$ cat src/rtl/mem_bist_pkg.sv
// Shared definitions for the 32x8 memory BIST controller: widths, FSM states,
// pattern mode encodings and the pattern generator.
package mem_bist_pkg;

    localparam int ADDR_W = 5;
    localparam int DATA_W = 8;
    localparam int DEPTH  = 32;
    localparam int CNT_W  = 6;

    typedef enum logic [2:0] {
        ST_IDLE  = 3'd0,
        ST_WRITE = 3'd1,
        ST_READ  = 3'd2,
        ST_DRAIN = 3'd3,
        ST_DONE  = 3'd4
    } bist_state_e;

    localparam logic [1:0] MODE_ADDR  = 2'd0;
    localparam logic [1:0] MODE_CHECK = 2'd1;
    localparam logic [1:0] MODE_ASCII = 2'd2;
    localparam logic [1:0] MODE_INV   = 2'd3;

    // Expected memory content for a location under a given pattern mode.
    function automatic logic [DATA_W-1:0] bist_pattern(input logic [1:0] mode,
                                                       input logic [ADDR_W-1:0] addr);
        logic [DATA_W-1:0] addr_ext;
        logic [DATA_W-1:0] result;
        addr_ext = {{(DATA_W-ADDR_W){1'b0}}, addr};
        case (mode)
            MODE_ADDR:  result = addr_ext;
            MODE_CHECK: result = addr[0] ? 8'hAA : 8'h55;
            MODE_ASCII: result = 8'h40 + addr_ext;
            MODE_INV:   result = ~addr_ext;
            default:    result = addr_ext;
        endcase
        return result;
    endfunction

endpackage

$ cat src/rtl/mem_bist_cmp.sv
// Read-back compare pipeline: stage 1 captures the issued read address, stage 2
// checks the memory's registered read data against the expected pattern and
// accumulates the mismatch count and the first failing address.
module mem_bist_cmp
    import mem_bist_pkg::*;
(
    input  logic              clk,
    input  logic              rst,
    input  logic              clr,
    input  logic              valid,
    input  logic [ADDR_W-1:0] addr,
    input  logic [1:0]        mode,
    input  logic [DATA_W-1:0] data_out,
    output logic [CNT_W-1:0]  err_count,
    output logic [ADDR_W-1:0] first_err_addr,
    output logic [CNT_W-1:0]  err_count_nxt
);

    logic              s1_valid_r;
    logic [ADDR_W-1:0] s1_addr_r;
    logic [DATA_W-1:0] expected_s;
    logic              mismatch_s;
    logic              s1_valid_nxt_s;
    logic [ADDR_W-1:0] first_nxt_s;

    // Compare logic and next values of the result registers.
    always_comb begin
        expected_s     = bist_pattern(mode, s1_addr_r);
        mismatch_s     = s1_valid_r && (data_out != expected_s);
        err_count_nxt  = err_count;
        first_nxt_s    = first_err_addr;
        s1_valid_nxt_s = valid;
        if (clr) begin
            err_count_nxt  = {CNT_W{1'b0}};
            first_nxt_s    = {ADDR_W{1'b0}};
            s1_valid_nxt_s = 1'b0;
        end else if (mismatch_s) begin
            err_count_nxt = err_count + 6'd1;
            if (err_count == 6'd0) begin
                first_nxt_s = s1_addr_r;
            end else begin
                first_nxt_s = first_err_addr;
            end
        end else begin
            err_count_nxt = err_count;
            first_nxt_s   = first_err_addr;
        end
    end

    // Pipeline stage 1 plus result registers.
    always_ff @(posedge clk) begin
        if (rst) begin
            s1_valid_r     <= 1'b0;
            s1_addr_r      <= {ADDR_W{1'b0}};
            err_count      <= {CNT_W{1'b0}};
            first_err_addr <= {ADDR_W{1'b0}};
        end else begin
            s1_valid_r     <= s1_valid_nxt_s;
            s1_addr_r      <= addr;
            err_count      <= err_count_nxt;
            first_err_addr <= first_nxt_s;
        end
    end

endmodule

$ cat src/rtl/mem_bist_ctrl.sv
// BIST master for the 32x8 single-port memory: writes a pattern to every
// location, reads everything back, and reports pass/fail, error count and the
// first failing address. All outputs are registered.
module mem_bist_ctrl
    import mem_bist_pkg::*;
(
    input  logic              clk,
    input  logic              rst,
    input  logic              start,
    input  logic [1:0]        mode,
    output logic              busy,
    output logic              done,
    output logic              pass,
    output logic [CNT_W-1:0]  err_count,
    output logic [ADDR_W-1:0] first_err_addr,
    output logic              read,
    output logic              write,
    output logic [ADDR_W-1:0] addr,
    output logic [DATA_W-1:0] data_in,
    input  logic [DATA_W-1:0] data_out
);

    localparam logic [ADDR_W-1:0] LAST_ADDR = ADDR_W'(DEPTH - 1);

    bist_state_e       state_r;
    bist_state_e       state_nxt_s;
    logic [1:0]        mode_r;
    logic [1:0]        mode_nxt_s;
    logic              busy_nxt_s;
    logic              done_nxt_s;
    logic              pass_nxt_s;
    logic              read_nxt_s;
    logic              write_nxt_s;
    logic [ADDR_W-1:0] addr_nxt_s;
    logic [DATA_W-1:0] data_in_nxt_s;
    logic              clr_s;
    logic [CNT_W-1:0]  err_count_nxt_s;

    // Next-state and next-output logic; outputs are computed one cycle ahead
    // so that every port comes straight from a flop.
    always_comb begin
        state_nxt_s   = state_r;
        mode_nxt_s    = mode_r;
        busy_nxt_s    = busy;
        done_nxt_s    = 1'b0;
        pass_nxt_s    = pass;
        read_nxt_s    = 1'b0;
        write_nxt_s   = 1'b0;
        addr_nxt_s    = addr;
        data_in_nxt_s = data_in;
        clr_s         = 1'b0;
        case (state_r)
            ST_IDLE: begin
                if (start) begin
                    state_nxt_s   = ST_WRITE;
                    mode_nxt_s    = mode;
                    clr_s         = 1'b1;
                    pass_nxt_s    = 1'b0;
                    busy_nxt_s    = 1'b1;
                    write_nxt_s   = 1'b1;
                    addr_nxt_s    = {ADDR_W{1'b0}};
                    data_in_nxt_s = bist_pattern(mode, {ADDR_W{1'b0}});
                end else begin
                    busy_nxt_s = 1'b0;
                end
            end
            ST_WRITE: begin
                if (addr == LAST_ADDR) begin
                    // Write data stays at its last value through the read phase.
                    state_nxt_s = ST_READ;
                    read_nxt_s  = 1'b1;
                    addr_nxt_s  = {ADDR_W{1'b0}};
                end else begin
                    write_nxt_s   = 1'b1;
                    addr_nxt_s    = addr + 5'd1;
                    data_in_nxt_s = bist_pattern(mode_r, addr + 5'd1);
                end
            end
            ST_READ: begin
                if (addr == LAST_ADDR) begin
                    state_nxt_s = ST_DRAIN;
                end else begin
                    read_nxt_s = 1'b1;
                    addr_nxt_s = addr + 5'd1;
                end
            end
            ST_DRAIN: begin
                // The final compare lands on the same edge that enters DONE,
                // so pass is taken from the compare block's next count.
                state_nxt_s = ST_DONE;
                busy_nxt_s  = 1'b0;
                done_nxt_s  = 1'b1;
                pass_nxt_s  = (err_count_nxt_s == 6'd0);
            end
            ST_DONE: begin
                state_nxt_s = ST_IDLE;
                busy_nxt_s  = 1'b0;
            end
            default: begin
                state_nxt_s = ST_IDLE;
                busy_nxt_s  = 1'b0;
            end
        endcase
    end

    // State register and registered bus/status outputs.
    always_ff @(posedge clk) begin
        if (rst) begin
            state_r <= ST_IDLE;
            mode_r  <= 2'd0;
            busy    <= 1'b0;
            done    <= 1'b0;
            pass    <= 1'b0;
            read    <= 1'b0;
            write   <= 1'b0;
            addr    <= {ADDR_W{1'b0}};
            data_in <= {DATA_W{1'b0}};
        end else begin
            state_r <= state_nxt_s;
            mode_r  <= mode_nxt_s;
            busy    <= busy_nxt_s;
            done    <= done_nxt_s;
            pass    <= pass_nxt_s;
            read    <= read_nxt_s;
            write   <= write_nxt_s;
            addr    <= addr_nxt_s;
            data_in <= data_in_nxt_s;
        end
    end

    mem_bist_cmp u_cmp (
        .clk            (clk),
        .rst            (rst),
        .clr            (clr_s),
        .valid          (read),
        .addr           (addr),
        .mode           (mode_r),
        .data_out       (data_out),
        .err_count      (err_count),
        .first_err_addr (first_err_addr),
        .err_count_nxt  (err_count_nxt_s)
    );

endmodule

$ cat config.mk
export PLATFORM = sky130hd
export DESIGN_NAME = mem_bist_ctrl
export DESIGN_NICKNAME = d
export VERILOG_FILES = /design/src/rtl/mem_bist_pkg.sv /design/src/rtl/mem_bist_cmp.sv /design/src/rtl/mem_bist_ctrl.sv
export SDC_FILE = /design/constraint.sdc
export NUM_CORES = 1
export LEC_CHECK = 0
export CORE_MARGIN = 3
export CORE_UTILIZATION = 51
export DETAILED_ROUTE_END_ITERATION = 12
export HOLD_SLACK_MARGIN = 0.08
export PLACE_DENSITY = 0.79
export SYNTH_ARGS = -nofsm -noshare
export SYNTH_HDL_FRONTEND = slang
export SYNTH_HIERARCHICAL = 1
export SYNTH_SLANG_ARGS = --single-unit
export TNS_END_PERCENT = 30
$ cat constraint.sdc
create_clock -name clk -period 7.75 [get_ports clk]
set_clock_uncertainty 0.1 [all_clocks]
set_input_delay 2.325 -clock clk [delete_from_list [all_inputs] [get_ports clk]]
set_output_delay 2.325 -clock clk [all_outputs]
set_load 0.05 [all_outputs]
==> flow_summary.html, run 1 <==
<table>
<tr><th>Metric</th><th>Value</th></tr>
<tr><th colspan="2">Global route</th></tr>
<tr><td>Total routing usage reported by global routing</td><td>19.9%</td></tr>
<tr><td>Total overflow reported by the global router</td><td>0</td></tr>
<tr><td>Largest net degree at the start of global routing</td><td>30</td></tr>
<tr><td>Vias in the first global route</td><td>between 1.5k and 2k</td></tr>
<tr><td>Number of antenna violations at the first check in global routing</td><td>0</td></tr>
<tr><td>Global-route wire length before repair</td><td>8.33 mm</td></tr>
<tr><th colspan="2">STA</th></tr>
<tr><td>Period utilization</td><td>about 62%</td></tr>
<tr><td>Endpoints failing setup</td><td>0</td></tr>
<tr><td>RSZ-0062 raised after global routing</td><td>false</td></tr>
<tr><td>Normalized max-slew margin</td><td>40.1%</td></tr>
<tr><td>Peak clock frequency supported by timing</td><td>208 MHz</td></tr>
<tr><td>Setup TNS</td><td>0 ps</td></tr>
<tr><td>Final critical-path required period</td><td>between 4000 and 5000 ps</td></tr>
<tr><td>Final number of hold-violating endpoints</td><td>0</td></tr>
<tr><td>Slew of the pin with the lowest slew margin</td><td>roughly 900 ps</td></tr>
<tr><td>Pins Over Slew Limit</td><td>0</td></tr>
<tr><th colspan="2">Yosys</th></tr>
<tr><td>Ys async rst share</td><td>0%</td></tr>
<tr><td>Post-synth top cells</td><td>sky130_fd_sc_hd__dfxtp_1 (39), sky130_fd_sc_hd__nor2_1 (24), sky130_fd_sc_hd__a21oi_1 (22), sky130_fd_sc_hd__nand2_1 (14)</td></tr>
<tr><td>Sequential element share of the synthesized area</td><td>about 35%</td></tr>
<tr><td>Most used standard cell by instance count after synthesis</td><td>sky130_fd_sc_hd__dfxtp_1</td></tr>
<tr><td>Warnings, synthesis</td><td>6</td></tr>
<tr><td>Synthesized area per cell</td><td>between 8 and 9 sq um</td></tr>
<tr><td>Post-synth top area cell</td><td>sky130_fd_sc_hd__dfxtp_1</td></tr>
<tr><td>Post-Syn Nets</td><td>270</td></tr>
<tr><td>Leading register cell type out of synthesis</td><td>sky130_fd_sc_hd__dfxtp_1</td></tr>
<tr><td>Flop and latch count out of synthesis</td><td>39</td></tr>
<tr><td>Area fraction of the dominant cell type after synthesis</td><td>35.5%</td></tr>
<tr><td>Post-synth design cell area</td><td>2200 sq um</td></tr>
<tr><td>Instance count of the mapped netlist</td><td>252</td></tr>
<tr><td>Count of flip-flops with a built-in enable after synthesis</td><td>0</td></tr>
<tr><td>Synth top area cells</td><td>sky130_fd_sc_hd__dfxtp_1 (35%), sky130_fd_sc_hd__a21oi_1 (5.0%), sky130_fd_sc_hd__nor2_1 (4.1%)</td></tr>
<tr><td>Post-synth cell types</td><td>between 50 and 60</td></tr>
<tr><th colspan="2">Critical path</th></tr>
<tr><td>Crit end category</td><td>flop</td></tr>
<tr><td>Kind of critical path</td><td>input port to flop</td></tr>
<tr><td>Startpoint class of the critical path</td><td>input port</td></tr>
<tr><td>Arrival time worst endpoint</td><td>between 4000 and 5000 ps</td></tr>
<tr><td>Crit path max fanout</td><td>17</td></tr>
<tr><td>Required time of the critical path</td><td>around 7900 ps</td></tr>
<tr><th colspan="2">Routing</th></tr>
<tr><td>Violation count after the first detailed-route iteration</td><td>approximately 110</td></tr>
<tr><td>Vias per cell</td><td>roughly 5.8</td></tr>
<tr><td>Remaining design rule violation count</td><td>0</td></tr>
<tr><td>Routed WL per cell</td><td>14.2 um</td></tr>
<tr><td>Via Count</td><td>1946</td></tr>
<tr><td>First drt pass iteration count</td><td>4</td></tr>
<tr><td>Final Routed Wirelength</td><td>4.80 mm</td></tr>
<tr><td>Remaining antenna violation count</td><td>0</td></tr>
<tr><th colspan="2">Placed design</th></tr>
<tr><td>Final HPWL DP</td><td>between 3 and 4 mm</td></tr>
<tr><td>Port-buffer cells</td><td>a little over 40</td></tr>
<tr><td>Placer Congestion</td><td>0.810</td></tr>
<tr><td>Post-Place Cell Area</td><td>2580 sq um</td></tr>
<tr><th colspan="2">Final layout</th></tr>
<tr><td>Layout cell share with drive strength beyond 1</td><td>between 8 and 9%</td></tr>
<tr><td>Final design instance area without fill</td><td>2670 sq um</td></tr>
<tr><td>Number of nets in the layout</td><td>304</td></tr>
<tr><td>Post-route core utilization</td><td>65.3%</td></tr>
<tr><td>Synthesis-to-finish area growth</td><td>21.3%</td></tr>
<tr><td>Antenna diode instance count</td><td>0</td></tr>
<tr><th colspan="2">Floorplan</th></tr>
<tr><td>Core ar.</td><td>4090 sq um</td></tr>
<tr><td>Die width</td><td>71.7 um</td></tr>
<tr><td>Top Ports</td><td>42</td></tr>
<tr><td>Cell Rows</td><td>23</td></tr>
<tr><td>Die area</td><td>between 5000 and 6000 sq um</td></tr>
<tr><td>Vertical die dimension</td><td>a little over 70 um</td></tr>
<tr><td>Starting density of the core</td><td>roughly 54%</td></tr>
<tr><th colspan="2">Clock network</th></tr>
<tr><td>Clock Path Buffers</td><td>2</td></tr>
<tr><td>CTS tree</td><td>built</td></tr>
<tr><td>CTS Buf Count</td><td>5</td></tr>
<tr><td>Clock sinks</td><td>39</td></tr>
<tr><td>H-tree depth</td><td>2</td></tr>
<tr><td>CTS Hold Buffers Added</td><td>0</td></tr>
<tr><td>Cts repair resizes</td><td>0</td></tr>
<tr><td>Root buffer cell</td><td>sky130_fd_sc_hd__clkbuf_8</td></tr>
<tr><td>Clock latency of the later-clocked register in the worst-skew pair</td><td>280 ps</td></tr>
<tr><td>Clock transition time at the flip-flop clock pins of the worst setup and hold paths</td><td>approximately 80 ps</td></tr>
<tr><td>Post-CTS setup-driven buffer insertion count</td><td>0</td></tr>
<tr><th colspan="2">Power and ir drop</th></tr>
<tr><td>Reported leakage power</td><td>0.000952 uW</td></tr>
<tr><td>IR Drop Worst-Case VDD</td><td>0.0885 mV</td></tr>
<tr><td>Pwr dens</td><td>159 nW/um^2</td></tr>
<tr><th colspan="2">Status</th></tr>
<tr><td>Outcome</td><td>finished, final reports clean</td></tr>
<tr><th colspan="2">Worst hold path</th></tr>
<tr><td>Kind of path behind the tightest hold check</td><td>flop to flop</td></tr>
<tr><th colspan="2">Run</th></tr>
<tr><td>Reported max-cap violation count</td><td>0</td></tr>
</table>
cell families (layout without fill, tap and decap cells):
| family | count (synthesis) | after routing | synth area share, % |
|---|---|---|---|
| and+or+nand+nor | 101 | 101 | 27.3 |
| AOI/OAI and AO/OA | 74 | 74 | 23.9 |
| DFF | 39 | 39 | 35.5 |
| buffers and inverters | 21 | 56 | 5.29 |
| muxes | 7 | 7 | 3.18 |
| adders and majority gates | 5 | 5 | 2.84 |
| xor gates and xnor gates | 5 | 5 | 1.99 |
placed cells by master (no fill, tap or decap), types with 8 or more instances in the layout:
master / count
sky130_fd_sc_hd__a21oi_1: 22
sky130_fd_sc_hd__clkdlybuf4s50_1: 41
sky130_fd_sc_hd__dfxtp_1: 39
sky130_fd_sc_hd__nand2_1: 14
sky130_fd_sc_hd__nand2b_1: 10
sky130_fd_sc_hd__nand3_1: 8
sky130_fd_sc_hd__nor2_1: 24
sky130_fd_sc_hd__nor2b_1: 10
sky130_fd_sc_hd__o211ai_1: 9
sky130_fd_sc_hd__o21ai_0: 9
final timing paths:
path              cells past startpoint  slack [ps]         from    endpoint
setup / recovery                     10        2940  data_out[0]        pass
hold / removal                        2         370   data_in[6]  data_in[6]
setup reg to reg                      9        4260    mode_r[0]        pass
hold reg to reg                       2         370   data_in[6]  data_in[6]
through the flow:
stage          worst slack [ps]  hold WS [ps]  power (uW)  instances
2_1_floorplan              3600           343         274        252
3_3_place_gp               2710           361         297        329
3_5_place_dp               2650           362         298        329
4_1_cts                    2950           373         429        337
5_1_grt                    2600           405         446        337
6_report                   2940           374         425        337
critical path: stages:
cell	delay (ps)
sky130_fd_sc_hd__clkdlybuf4s50_1	530
sky130_fd_sc_hd__xor2_1	160
sky130_fd_sc_hd__o211ai_1	100
sky130_fd_sc_hd__a211o_1	310
sky130_fd_sc_hd__o41ai_4	690
sky130_fd_sc_hd__mux2i_1	300
sky130_fd_sc_hd__nor2_1	60
sky130_fd_sc_hd__nor4_1	290
sky130_fd_sc_hd__nand3_1	100
sky130_fd_sc_hd__o21ai_0	70
layout make-up:
| type | instances | area [sq um] |
|---|---|---|
| clock buffers | 6 | 72.6 |
| inverters | 7 | 26.3 |
| repair buffers | 41 | 410 |
| fillers | 377 | 1420 |
| well taps | 50 | 62.6 |
| flip-flops and latches | 39 | 781 |
| clock inverters | 2 | 12.5 |
| multi-input cells | 192 | 1300 |
state kept, by name, indices dropped and copies added (netlist names):
| name | flops |
|---|---|
| data_in | 7 |
| u_cmp/err_count | 6 |
| addr | 5 |
| u_cmp/first_err_addr | 5 |
| u_cmp/s1_addr_r | 5 |
| state_r | 3 |
| mode_r | 2 |
| busy | 1 |
| done | 1 |
| pass | 1 |
| read | 1 |
| u_cmp/s1_valid_r | 1 |
| write | 1 |
layer usage:
metal | part of all wire [%] | routed length (um) | global-route usage (%) | vias to the layer above
met5 | 0 | 0 | 0 | -
li1 | - | - | - | 997
met3 | 3.5 | 167 | 3.93 | 2
met2 | 48 | 2320 | 32.3 | 32
met4 | 0.50 | 24 | 5.43 | 0
met1 | 48 | 2290 | 26.9 | 915
power by group:
group	switching, uW	internal (uW)
Combinational	45.8	32.4
Clock	68.4	62.9
Sequential	9.05	206
Total	123	302
(Power assumes the default switching activity.)
==> inputs of run 2 (changes only) <==
- clock period: 7.75 -> 4.92 ns (I/O delays scaled with it)
==> run 2 against run 1 <==
Flip-flop and latch count stayed put; register-to-register slack worse by 2600 ps; worst hold slack better by 3.7 ps; first-iteration DRC count stayed put; non-clock buffer count is 1 higher; clock power is 69% higher; clock-buffer cell count is 1 lower; sequential share of layout area is 0.18 points lower; via count is 0.92% lower; core utilization is 0.40 points higher; die area stayed put; setup slack worse by 1700 ps; critical endpoint unchanged.
==> flow_summary.html, run 2 (same netlist as run 1, synthesis figures left out) <==
<table>
<tr><th>Metric</th><th>Value</th></tr>
<tr><th colspan="2">Power and ir drop</th></tr>
<tr><td>IR Drop Worst-Case VDD</td><td>0.198 mV (+120%)</td></tr>
<tr><td>Clock power share</td><td>32.5% (+1.6 points)</td></tr>
<tr><td>Reported leakage power</td><td>0.000959 uW (+0.77%)</td></tr>
<tr><td>Switching fraction of total power</td><td>30.3% (+1.3 points)</td></tr>
<tr><td>Sequential fraction of design power</td><td>49.5% (-1.2 points)</td></tr>
<tr><td>Pwr dens</td><td>255 nW/um^2 (+60%)</td></tr>
<tr><td>Total net switching power</td><td>207 uW (+68%)</td></tr>
<tr><td>Cell Int Power</td><td>477 uW (+58%)</td></tr>
<tr><td>Combinational fraction of design power</td><td>18.0% (-0.4 points)</td></tr>
<tr><th colspan="2">Worst hold path</th></tr>
<tr><td>Kind of path behind the tightest hold check</td><td>flop to flop</td></tr>
<tr><td>Hold Path Origin</td><td>data_in[6]</td></tr>
<tr><th colspan="2">STA</th></tr>
<tr><td>Endpoints failing setup</td><td>0 (unchanged)</td></tr>
<tr><td>Setup TNS</td><td>0 ps (unchanged)</td></tr>
<tr><td>Final WS setup</td><td>1210 ps (-1730 ps)</td></tr>
<tr><td>Pins Over Slew Limit</td><td>0 (unchanged)</td></tr>
<tr><td>Slew of the pin with the lowest slew margin</td><td>896 ps (-1.57 ps)</td></tr>
<tr><td>RSZ-0062 raised after global routing</td><td>false</td></tr>
<tr><td>Peak clock frequency supported by timing</td><td>270 MHz</td></tr>
<tr><td>Final critical-path required period</td><td>3710 ps</td></tr>
<tr><td>Tightest hold margin</td><td>378 ps (+3.70 ps)</td></tr>
<tr><td>Period utilization</td><td>75.4%</td></tr>
<tr><td>Final number of hold-violating endpoints</td><td>0 (unchanged)</td></tr>
<tr><td>Normalized max-slew margin</td><td>40.2% (+0.10 points)</td></tr>
<tr><th colspan="2">Placed design</th></tr>
<tr><td>Port-buffer cells</td><td>41 (unchanged)</td></tr>
<tr><td>Post-Place Cell Area</td><td>2590 sq um (+0.29%)</td></tr>
<tr><td>Placer Congestion</td><td>0.813 (+0.37%)</td></tr>
<tr><td>Worst slack after detailed placement</td><td>938 ps (-1720 ps)</td></tr>
<tr><td>Final HPWL DP</td><td>3.50 mm (-1.6%)</td></tr>
<tr><th colspan="2">Final layout</th></tr>
<tr><td>Multi-input gate area in the final layout</td><td>1300 sq um (unchanged)</td></tr>
<tr><td>Largest regs</td><td>data_in (7), u_cmp/err_count (6)</td></tr>
<tr><td>Commonest non-fill, non-tap cell in the layout</td><td>sky130_fd_sc_hd__clkdlybuf4s50_1</td></tr>
<tr><td>Max reg flops</td><td>7 (unchanged)</td></tr>
<tr><td>Post-route core utilization</td><td>65.7% (+0.40 points)</td></tr>
<tr><td>Highest-count cells in the layout ignoring fill and taps</td><td>sky130_fd_sc_hd__clkdlybuf4s50_1 (41), sky130_fd_sc_hd__dfxtp_1 (39), sky130_fd_sc_hd__nor2_1 (24), sky130_fd_sc_hd__a21oi_1 (22), sky130_fd_sc_hd__nand2_1 (14)</td></tr>
<tr><td>Synthesis-to-finish area growth</td><td>22.0%</td></tr>
<tr><td>Biggest register</td><td>data_in</td></tr>
<tr><td>Antenna diode instance count</td><td>0 (unchanged)</td></tr>
<tr><td>Number of nets in the layout</td><td>305 (+0.33%)</td></tr>
<tr><td>Final design instance area without fill</td><td>2690 sq um (+0.61%)</td></tr>
<tr><td>Sequential standard cell area</td><td>781 sq um (unchanged)</td></tr>
<tr><td>Filler instances</td><td>365 (-3.2%)</td></tr>
<tr><td>Layout cell share with drive strength beyond 1</td><td>8.68% (+0.67 points)</td></tr>
<tr><th colspan="2">Floorplan</th></tr>
<tr><td>Vertical die dimension</td><td>71.7 um (unchanged)</td></tr>
<tr><td>Die area</td><td>5140 sq um (unchanged)</td></tr>
<tr><td>Top Ports</td><td>42 (unchanged)</td></tr>
<tr><td>Core ar.</td><td>4090 sq um (unchanged)</td></tr>
<tr><td>Die width</td><td>71.7 um (unchanged)</td></tr>
<tr><td>Cell Rows</td><td>23 (unchanged)</td></tr>
<tr><td>Starting density of the core</td><td>53.9% (unchanged)</td></tr>
<tr><th colspan="2">Global route</th></tr>
<tr><td>Largest net degree at the start of global routing</td><td>30 (unchanged)</td></tr>
<tr><td>Total overflow reported by the global router</td><td>0 (unchanged)</td></tr>
<tr><td>Vias in the first global route</td><td>1764 (-2.5%)</td></tr>
<tr><td>Number of antenna violations at the first check in global routing</td><td>0 (unchanged)</td></tr>
<tr><td>Total routing usage reported by global routing</td><td>19.5% (-0.34 points)</td></tr>
<tr><td>Global-route wire length before repair</td><td>8.10 mm (-2.7%)</td></tr>
<tr><th colspan="2">Clock network</th></tr>
<tr><td>CTS Hold Buffers Added</td><td>0 (unchanged)</td></tr>
<tr><td>CTS tree</td><td>built</td></tr>
<tr><td>Cts repair resizes</td><td>0 (unchanged)</td></tr>
<tr><td>Post-CTS setup-driven buffer insertion count</td><td>0 (unchanged)</td></tr>
<tr><td>Clock sinks</td><td>39 (unchanged)</td></tr>
<tr><td>Clock transition time at the flip-flop clock pins of the worst setup and hold paths</td><td>80 ps (about the same)</td></tr>
<tr><td>Root buffer cell</td><td>sky130_fd_sc_hd__clkbuf_8</td></tr>
<tr><td>CTS Buf Count</td><td>5 (unchanged)</td></tr>
<tr><td>Clock Path Buffers</td><td>2 (unchanged)</td></tr>
<tr><td>Clock latency of the later-clocked register in the worst-skew pair</td><td>300 ps (+20 ps)</td></tr>
<tr><td>H-tree depth</td><td>2 (unchanged)</td></tr>
<tr><th colspan="2">Routing</th></tr>
<tr><td>Remaining antenna violation count</td><td>0 (unchanged)</td></tr>
<tr><td>Via Count</td><td>1928 (-0.92%)</td></tr>
<tr><td>Routed WL per cell</td><td>14.4 um (+0.89%)</td></tr>
<tr><td>First drt pass iteration count</td><td>4 (unchanged)</td></tr>
<tr><td>Final Routed Wirelength</td><td>4.85 mm (+1.2%)</td></tr>
<tr><td>Violation count after the first detailed-route iteration</td><td>105 (unchanged)</td></tr>
<tr><td>Vias per cell</td><td>5.70 (-1.2%)</td></tr>
<tr><td>Remaining design rule violation count</td><td>0 (unchanged)</td></tr>
<tr><th colspan="2">Critical path</th></tr>
<tr><td>Beginning of the critical path</td><td>data_out[0]</td></tr>
<tr><td>Required time of the critical path</td><td>5040 ps (-2820 ps)</td></tr>
<tr><td>Highest-delay cell along the critical path</td><td>sky130_fd_sc_hd__clkdlybuf4s50_1</td></tr>
<tr><td>Worst r2r src</td><td>mode_r[0]</td></tr>
<tr><td>Cell breakdown of the critical path</td><td>clkdlybuf4s50_1 -&gt; xor2_1 -&gt; o211ai_1 -&gt; a211o_1 -&gt; o41ai_4 -&gt; buf_4 -&gt; mux2i_1 -&gt; nor2_1 -&gt; nor4_1 -&gt; nand3_1 -&gt; o21ai_0</td></tr>
<tr><td>Crit end category</td><td>flop</td></tr>
<tr><td>R2R Setup Slk</td><td>1690 ps (-2570 ps)</td></tr>
<tr><td>Arrival time worst endpoint</td><td>3830 ps (-1090 ps)</td></tr>
<tr><td>Crit-path max cell delay</td><td>530 ps (-160 ps)</td></tr>
<tr><td>Kind of critical path</td><td>input port to flop</td></tr>
<tr><td>Crit path max fanout</td><td>17 (unchanged)</td></tr>
<tr><td>Startpoint class of the critical path</td><td>input port</td></tr>
<tr><th colspan="2">Run</th></tr>
<tr><td>Reported max-cap violation count</td><td>0 (unchanged)</td></tr>
<tr><th colspan="2">Status</th></tr>
<tr><td>Outcome</td><td>finished, final reports clean</td></tr>
</table>
==> run 2: changes by cell type in the layout (fill, tap and decap cells not counted), sizes merged <==
cell | previous run | this run
clkinv | 1 | 2
clkbuf | 6 | 5
buf | 0 | 1
==> run 2: final timing paths <==
path	endpoint	depth (start not counted)
setup / recovery	pass	11
hold / removal	data_in[6]	2
setup reg to reg	pass	10
hold reg to reg	data_in[6]	2
==> run 2: final cells by class <==
cell class / instances / area share, %
multi-input combinational: 192 / 48.6
sequential: 39 / 29.1
timing repair buffer: 42 / 15.6
clock buffer: 5 / 2.56
tap: 50 / 2.33
inverter: 7 / 0.979
clock inverter: 3 / 0.932
==> run 2: per-stage QoR <==
stage                     total power, uW  cells
final                                 684    338
after global routing                  717    338
after CTS                             687    338
after detailed placement              469    330
after global placement                468    330
after floorplan                       432    252
==> run 2: per-layer routing <==
metal | global-route usage [%] | wire length, um
met1 | 25.6 | 2290
met2 | 31.1 | 2280
met5 | 0 | 0
met3 | 5.05 | 215
met4 | 6.89 | 69
==> run 2: power by group through the flow <==
stage               clock network [uW]  registers, uW  logic [uW]
global route                       244            341         131
global placement                     0            346         122
finish                             222            339         123
floorplan                            0            365        67.4
detailed placement                   0            346         123
CTS                                225            339         124
==> run 2: worst max-delay path, delay by kind of cell <==
kind | cells | cell delay, ps
buf+inv | 2 | 780
xor+xnor | 1 | 170
compound gates | 4 | 700
simple gates | 3 | 450
mux | 1 | 260
==> edit (config.mk and constraints of run 1) <==
The package constant `DATA_W` goes from 8 to 12.
--- a/src/rtl/mem_bist_pkg.sv
+++ b/src/rtl/mem_bist_pkg.sv
@@ -5,3 +5,3 @@
     localparam int ADDR_W = 5;
-    localparam int DATA_W = 8;
+    localparam int DATA_W = 12;
     localparam int DEPTH  = 32;
Ports: changed (resized data_in and data_out); port bits go from 42 to 50. The function was not compared with the original's and may differ.
==> edit against run 1 <==
Total power grew 7.7%. Count of clock-buffer cells in the layout is the same. Cell area grew 6.4%. Synthesized cell count grew 5.6%. Die area grew 4.8%. Routed wire length grew 3.9%. Area after synthesis grew 5.2%. Sequential cell count grew 1. Worst setup slack lost 20 ps.
==> edit: results (changes against run 1) <==
grt_usage_pct: 19.32  # -0.57 points
p_leak_nw: 1.042  # +9.4%
holdPathStages: 1  # -1
crit_path_max_fanout: 4  # -13
rrSetupSlack_ps: 4710  # +450 ps
finalPower_mw: 0.4574  # +7.7%
sh_seq_area_pct: 28.19  # -1.1 points
ys_seq_area_share_pct: 34.58  # -0.90 points
multi_input_area_share_pct: 48.41  # -0.44 points
route.vias.total: 1987  # +2.1%
met1_length_um: 2413  # +5.6%
first_global_vias: 1771  # -2.2%
holdPathEnd: "u_cmp/s1_valid_r"
multi_input_cells: 204  # +6.3%
postSynthAreaPerCell_um2: 8.707  # -0.31%
clkCellAreaFrac_pct: 3.260  # +0.072 points
fin_hold_ws_ps: 363.8  # -10.41 ps
syn_nets: 288  # +6.7%
grt_max_degree: 30  # unchanged
power_frac_clock_pct: 31.2  # +0.3 points
synth_compound_area_share_pct: 17.83  # -6.1 points
layoutNonFillerInstCount: 356  # +5.6%
synth_fa_ha_area_share_pct: 2.701  # -0.14 points
met1_usage_pct: 26.56  # -0.30 points
drt_iter0_drc: 112  # +6.7%
drive_above_1_share_pct: 8.824  # +0.81 points
seq_cells: 40  # +2.6%
synth-xor-area-share_pct: 3.404  # +1.4 points
yosys-top-cells-count: "nor2_1, dfxtp_1, nand2_1, a21oi_1, mux2i_1"
met3_wirelength_um: 209  # +25%
met2_wirelength_um: 2254  # -2.8%
num-nonclk-buffers: 49  # +20%
core_um2: 4202  # +2.8%
port_buffers: 49  # +20%
top_regs: "data_in (8), u_cmp/err_count (6)"
power.share.switching_pct: 29.76  # +0.76 points
min-delay-start: "read"
dpl_cell_area_um2: 2748  # +6.3%
seqPwrFrac_pct: 48.5  # -2.2 points
num-fill-cells: 355  # -5.8%
regArea_um2: 800.8  # +2.6%
worstPathArrival_ps: 4960  # +40 ps
dp_worst_setup_slack_ps: 2596  # -58.72 ps
reg2reg_depth: 10  # +1
nonClkBufAreaFrac_pct: 17.27  # +1.9 points
status: "complete, no violations"
gp_congestion: 0.8280  # +2.2%
yosys-top-cells-area: "dfxtp_1, nor2_1, mux2i_1"
met2_usage_pct: 29.20  # -3.2 points
synth.distinct_cells: 61  # +8.9%
nets: 327  # +7.6%
slew-limit-headroom_pct: 35.00  # -5.1 points
grt_pass1_wl_um: 8252  # -0.91%
period_needed_ps: 4830  # +19.64 ps
inv_count: 5  # -2
dp.cells: 348  # +5.8%
-- edit: cell count changes in the layout (fill, tap and decap cells not counted), sizes merged, moves of 3 or more --
cell | before | now
nor2 | 24 | 42
clkdlybuf4s50 | 41 | 49
mux2i | 7 | 14
o211ai | 9 | 2
a21oi | 23 | 17
a211oi | 2 | 7
o31ai | 5 | 0
nand2 | 14 | 18
o21ai | 11 | 7
a311oi | 0 | 3
nand3b | 4 | 1
nand4 | 4 | 1
xnor2 | 3 | 6
-- edit: worst max-delay path, stage by stage --
cell and delay [ps]:
clkdlybuf4s50_1 410, or4_1 520, a21oi_1 130, o21ai_1 110
a2111oi_4 480, a21boi_2 180, mux2i_1 240, nor2_1 60
nor4_1 330, nand3_1 110, o21ai_0 70
-- edit: worst max path at each step --
stage / cells after the start / endpoint / from
after global placement: 11 / pass / data_out[8]
after CTS: 11 / pass / data_out[8]
final: 11 / pass / data_out[8]
after detailed placement: 11 / pass / data_out[8]
after floorplan: 10 / pass / data_out[8]
after global routing: 11 / pass / data_out[8]
